==> src/rtl/read_addr_sched.sv <==
// Round-robin scheduler granting one of three AXI read masters a single outstanding AR request.
// Optional DATA-phase watchdog is compiled in with READ_ARB_TIMEOUT_EN.
module read_addr_sched #(
    parameter int ID_W    = 4,
    parameter int IDS_W   = 8,
    parameter int ADDR_W  = 32,
    parameter int LEN_W   = 4,
    parameter int SIZE_W  = 3,
    parameter int TIMEOUT = 1023
) (
    input  logic              clk,
    input  logic              rst,
    input  logic [ID_W-1:0]   ARID_M0,
    input  logic [ADDR_W-1:0] ARADDR_M0,
    input  logic [LEN_W-1:0]  ARLEN_M0,
    input  logic [SIZE_W-1:0] ARSIZE_M0,
    input  logic [1:0]        ARBURST_M0,
    input  logic              ARVALID_M0,
    output logic              ARREADY_M0,
    input  logic [ID_W-1:0]   ARID_M1,
    input  logic [ADDR_W-1:0] ARADDR_M1,
    input  logic [LEN_W-1:0]  ARLEN_M1,
    input  logic [SIZE_W-1:0] ARSIZE_M1,
    input  logic [1:0]        ARBURST_M1,
    input  logic              ARVALID_M1,
    output logic              ARREADY_M1,
    input  logic [ID_W-1:0]   ARID_M2,
    input  logic [ADDR_W-1:0] ARADDR_M2,
    input  logic [LEN_W-1:0]  ARLEN_M2,
    input  logic [SIZE_W-1:0] ARSIZE_M2,
    input  logic [1:0]        ARBURST_M2,
    input  logic              ARVALID_M2,
    output logic              ARREADY_M2,
    output logic [IDS_W-1:0]  ARID_S,
    output logic [ADDR_W-1:0] ARADDR_S,
    output logic [LEN_W-1:0]  ARLEN_S,
    output logic [SIZE_W-1:0] ARSIZE_S,
    output logic [1:0]        ARBURST_S,
    output logic              ARVALID_S,
    input  logic              ARREADY_S,
    input  logic [IDS_W-1:0]  RID_S,
    input  logic              RVALID_S,
    input  logic              RREADY_S,
    input  logic              RLAST_S,
    output logic [2:0]        grant,
    output logic              timeout
);
    localparam logic [1:0] IDLE = 2'd0;
    localparam logic [1:0] ADDR = 2'd1;
    localparam logic [1:0] DATA = 2'd2;
    localparam int IDX_W = IDS_W - ID_W;

    logic [1:0] state;
    logic [1:0] ptr;
    logic [1:0] win;
    logic [1:0] sel;
    logic [1:0] c0, c1, c2;
    logic [3:0] req;
    logic       found;
    logic       accept;
    logic       done;
    logic       to_hit;

    logic [ID_W-1:0]   m_id;
    logic [ADDR_W-1:0] m_addr;
    logic [LEN_W-1:0]  m_len;
    logic [SIZE_W-1:0] m_size;
    logic [1:0]        m_burst;

    // Search order ptr, ptr+1, ptr+2 (mod 3); bit 3 pads the vector so any 2-bit index is legal.
    assign req = {1'b0, ARVALID_M2, ARVALID_M1, ARVALID_M0};
    assign c0  = ptr;
    assign c1  = (ptr == 2'd2) ? 2'd0 : ptr + 2'd1;
    assign c2  = (ptr == 2'd0) ? 2'd2 : ptr - 2'd1;

    always_comb begin
        found = 1'b1;
        sel   = c0;
        if (req[c0])      sel = c0;
        else if (req[c1]) sel = c1;
        else if (req[c2]) sel = c2;
        else              found = 1'b0;
    end

    // Gated by rst so no master sees a handshake while reset is held.
    assign accept     = rst && (state == IDLE) && found;
    assign ARREADY_M0 = accept && (sel == 2'd0);
    assign ARREADY_M1 = accept && (sel == 2'd1);
    assign ARREADY_M2 = accept && (sel == 2'd2);

    always_comb begin
        m_id    = ARID_M0;
        m_addr  = ARADDR_M0;
        m_len   = ARLEN_M0;
        m_size  = ARSIZE_M0;
        m_burst = ARBURST_M0;
        case (sel)
            2'd1: begin
                m_id    = ARID_M1;
                m_addr  = ARADDR_M1;
                m_len   = ARLEN_M1;
                m_size  = ARSIZE_M1;
                m_burst = ARBURST_M1;
            end
            2'd2: begin
                m_id    = ARID_M2;
                m_addr  = ARADDR_M2;
                m_len   = ARLEN_M2;
                m_size  = ARSIZE_M2;
                m_burst = ARBURST_M2;
            end
            default: ;
        endcase
    end

    assign done = RVALID_S && RREADY_S && RLAST_S &&
                  (RID_S[IDS_W-1:ID_W] == IDX_W'(win));

    logic unused_rid;
    assign unused_rid = ^RID_S[ID_W-1:0];

    always_ff @(posedge clk or negedge rst) begin
        if (!rst) begin
            state     <= IDLE;
            ptr       <= 2'd0;
            win       <= 2'd0;
            grant     <= 3'b000;
            ARVALID_S <= 1'b0;
            ARID_S    <= '0;
            ARADDR_S  <= '0;
            ARLEN_S   <= '0;
            ARSIZE_S  <= '0;
            ARBURST_S <= '0;
        end else begin
            case (state)
                IDLE: begin
                    if (found) begin
                        state     <= ADDR;
                        win       <= sel;
                        grant     <= 3'b001 << sel;
                        ARVALID_S <= 1'b1;
                        ARID_S    <= {IDX_W'(sel), m_id};
                        ARADDR_S  <= m_addr;
                        ARLEN_S   <= m_len;
                        ARSIZE_S  <= m_size;
                        ARBURST_S <= m_burst;
                    end
                end
                ADDR: begin
                    if (ARREADY_S) begin
                        ARVALID_S <= 1'b0;
                        ptr       <= (win == 2'd2) ? 2'd0 : win + 2'd1;
                        state     <= DATA;
                    end
                end
                DATA: begin
                    if (done || to_hit) begin
                        state <= IDLE;
                        grant <= 3'b000;
                    end
                end
                default: state <= IDLE;
            endcase
        end
    end

`ifdef READ_ARB_TIMEOUT_EN
    // cnt holds the number of DATA cycles already spent; it sits at zero outside DATA.
    logic [15:0] cnt;

    always_ff @(posedge clk or negedge rst) begin
        if (!rst)                cnt <= 16'd0;
        else if (state != DATA)  cnt <= 16'd0;
        else                     cnt <= cnt + 16'd1;
    end

    assign to_hit  = (state == DATA) && !done && (cnt == 16'(TIMEOUT - 1));
    assign timeout = to_hit;
`else
    logic [15:0] unused_timeout;
    assign unused_timeout = 16'(TIMEOUT);
    assign to_hit  = 1'b0;
    assign timeout = 1'b0;
`endif

endmodule

==> config.mk <==
export PLATFORM = sky130hd
export DESIGN_NAME = read_addr_sched
export DESIGN_NICKNAME = d
export VERILOG_FILES = /design/src/rtl/read_addr_sched.sv
export SDC_FILE = /design/constraint.sdc
export NUM_CORES = 1
export LEC_CHECK = 0
export BUFFER_PORTS_ARGS = -buffer_cell sky130_fd_sc_hd__buf_2
export CAP_MARGIN = 20
export CORE_MARGIN = 1
export CORE_UTILIZATION = 38
export DETAILED_ROUTE_END_ITERATION = 8
export PLACE_DENSITY_LB_ADDON = 0.3
export SETUP_SLACK_MARGIN = 0.5
export SLEW_MARGIN = 20
export SYNTH_ARGS = -nofsm -noshare
export SYNTH_HDL_FRONTEND = slang
export SYNTH_SLANG_ARGS = --single-unit
==> constraint.sdc <==
create_clock -name clk -period 2.7 [get_ports clk]
set_input_delay 0.135 -clock clk [delete_from_list [all_inputs] [get_ports clk]]
set_output_delay 0.135 -clock clk [all_outputs]
set_load 0.02 [all_outputs]
==> key figures <==
STA
  – Setup TNS: 0 ns
  – FMAX: 0.382 GHz
  – Final setup vio count: 0
  – Final clock period utilization by the worst path: 0.970
  – RSZ-0062 raised after global routing: true
  – Tmin final: 2.62 ns
  – Max-slew violation count: 0
  – Final-report hold violation count: 0
  – Max Clock Skew: 0.00729 ns

GRT
  – Initial antenna violation count: 0
  – Total track usage: 0.215
  – Vias in the first global route: 3,253
  – Largest net degree at the start of global routing: 59
  – Wire length of the first global-routing pass: 14.9 mm
  – Grt total ovfl: 0

Worst setup path
  – FF-to-FF path depth: 14
  – Worst setup path class: reg2out
  – R2r endpoint: ARADDR_S[30]
  – Origin of the critical flop-to-flop path: c0[0]
  – Worst setup EP type: primary output
  – Critical Path AT: 2.48 ns
  – Flop2flop setup slack: 0.12 ns
  – Worst EP required: 2.57 ns
  – CP max FO: 4
  – CP Launch Type: register

Power
  – P per Cell Area: 1740 nW/um^2
  – Leak Pwr: 2.48 nW
  – Overall power: 8.89 mW
  – Peak supply drop: 0.000771 V

Floorplan
  – Die area: 8610 um^2
  – Cell Rows: 32
  – Core region area: 7850 um^2
  – Die width: 92.8 um
  – Height of the die: 92.8 um
  – Total I/O pin count: 209
  – Initial core utilization: 0.399

CTS
  – H-tree Lvls: 2
  – Clock latency on the worst-skew pair: 0.30 ns
  – Clock buffer depth: 2
  – Clock root buffer: clkbuf_8
  – Clock sink count: 55
  – Clk slew on worst S/H paths: 0.09 ns
  – Inserted Clock Buffers: 5
  – CTS tree: yes

Synth
  – Synth Area in Adders: 0.0240
  – Proportion of synthesized area in mux cells: 0.0132
  – Synth Area in Simple Gates: 0.158
  – Sequential share of the synthesized area: 0.439
  – Yosys reg bits: 55
  – Mapped Cells: 387
  – Largest family of logic cells by synthesized area: compound AO/OA/AOI/OAI gates
  – EDFF count, synth: 0
  – Syn avg cell area: 8.09 um^2
  – Post-Synthesis Cell Area: 3130 um^2
  – Cell variety after synth: 33
  – Fraction of synthesized cell area in xor and xnor cells: 0.00559
  – Yosys warns: 0
  – Top FF cell, synth: dfrtp_1
  – Ys async rst share: 1.00
  – Compound-Gate Fraction of Synth Area: 0.297

Routing
  – Vias: 3,669
  – Remaining DRCs: 0
  – Detailed-route wire length per cell: 15.6 um
  – Initial DRC count: 127
  – Antenna viol nets, final: 0
  – DRT Pass-1 Iters: 4
  – Vias per inst: 5.20
  – Final wirelength: 11.0 mm

Hold path
  – Hold path endpoint: state[0]
  – Min-Delay Path Class: in2reg
  – Worst hold path depth: 2
  – HP Start: ARREADY_S

Layout
  – Final Net Count: 760
  – Non-Filler Instances: 705
  – Antenna cells: 0
  – Fill count: 668
  – Most frequent cells in the layout: buf_2, nand2_1, o21ai_1
  – Synth-to-layout area growth: 63.3%
  – Most common cell after layout, fill and taps aside: buf_2
  – Final core utilization: 0.652
  – Layout cells sized above 1: 0.504
  – Final Cell Area: 5110 um^2

Placed design
  – GPL Wtd Cong: 0.919
  – Dpl hpwl: 6.73 mm
  – Port bufs: 201
  – Cell Area, Placed: 4340 um^2
  – Placed cells: 668

Outcome
  – Status: finished clean

Run
  – Max cap viols: 0
[cell usage after synthesis, types with 2 or more instances]
cell type  number  share of area
buf_1           5         0.0060
dfrtp_1        55           0.44
xor2_1          2         0.0056
and3_1          3         0.0060
a22oi_1        45           0.11
a21oi_1         3         0.0048
mux2i_1         3         0.0096
nand3b_1        4         0.0096
o21ai_0        93           0.15
buf_4           4         0.0096
o22ai_1         2         0.0040
inv_1          10          0.012
o21ai_1         5         0.0080
clkbuf_1       18          0.022
nand2_1       100           0.12
ha_1            6          0.024
nor2_1          4         0.0048
buf_2           5         0.0080
nand3_1         3         0.0048
nand2b_1        4         0.0080
[timing repair]
action                                  4_1_cts  5_1_grt
resized for setup                            46       64
hold buffers                                  3        0
gates cloned                                  2        8
endpoints found under the setup margin       54       55
buffers inserted                             10        6
hold endpoints to repair                     25        0
pin swaps                                     7       51
[sequential cells by signal (all words and copies together), names as in the netlist]
signal / count
ARADDR_S: 32
ARID_S: 4
ARLEN_S: 4
ARSIZE_S: 3
grant: 3
ARBURST_S: 2
c0: 2
state: 2
win: 2
ARVALID_S: 1
[layout make-up]
cell class                      instances  area, um^2  area share
Tap cell                              102         128      0.0250
Clock inverter                          1        8.76     0.00171
Clock buffer                            7        86.3      0.0169
Timing Repair Buffer                  239        1590       0.311
Sequential cell                        55        1380       0.270
Inverter                               11        48.8     0.00954
Multi-Input combinational cell        290        1880       0.367
[routing by layer]
layer / GRT usage / share of wire / wire (um) / vias up
met5: 0 / 0 / 0 / -
met4: 0.0474 / 0.0051 / 56 / 0
met3: 0.0378 / 0.062 / 675 / 6
met2: 0.394 / 0.51 / 5640 / 153
met1: 0.262 / 0.42 / 4600 / 1722
li1: - / - / - / 1788
[how the worst max path moves through the flow]
stage                from            to  slack (ns)  cells after the start
finish              c0[0]    ARREADY_M1        0.08                     11
global route        c0[0]    ARREADY_M1        0.02                     11
CTS                 c0[0]    ARREADY_M2        0.09                     10
detailed placement  c0[1]   ARADDR_S[8]       0.004                     11
global placement    c0[1]  ARADDR_S[19]        0.13                     12
floorplan           c0[1]  ARADDR_S[14]        0.37                     13
[where the power goes]
part / internal, mW / switching [mW]
logic: 3.10 / 3.84
registers: 1.26 / 0.228
clock network: 0.211 / 0.258
[cells by family after synthesis]
logic type,after synthesis
AOI/OAI and AO/OA,155
xor gates and xnor gates,2
adders and majority gates,6
buffers and inverters,44
DFF,55
muxes,4
other,1
and+or+nand+nor,120
[critical path, cell delays in order (launching register included)]
cell      delay [ns]
dfrtp_2         0.46
inv_4           0.10
ha_4            0.22
mux2i_4         0.21
o221ai_2        0.16
a31oi_2         0.14
a21oi_4         0.22
inv_2           0.10
ha_4            0.19
buf_12          0.13
and3_4          0.14
buf_6           0.12
[through the flow]
step | setup WS, ns | hold slack, ns
floorplan | 0.367 | -0.161
global placement | 0.130 | 0.189
detailed placement | 0.00402 | 0.192
CTS | 0.0878 | 0.0537
global route | 0.0220 | 0.0567
finish | 0.0821 | 0.0604
Power figures use the tool's default switching activity.
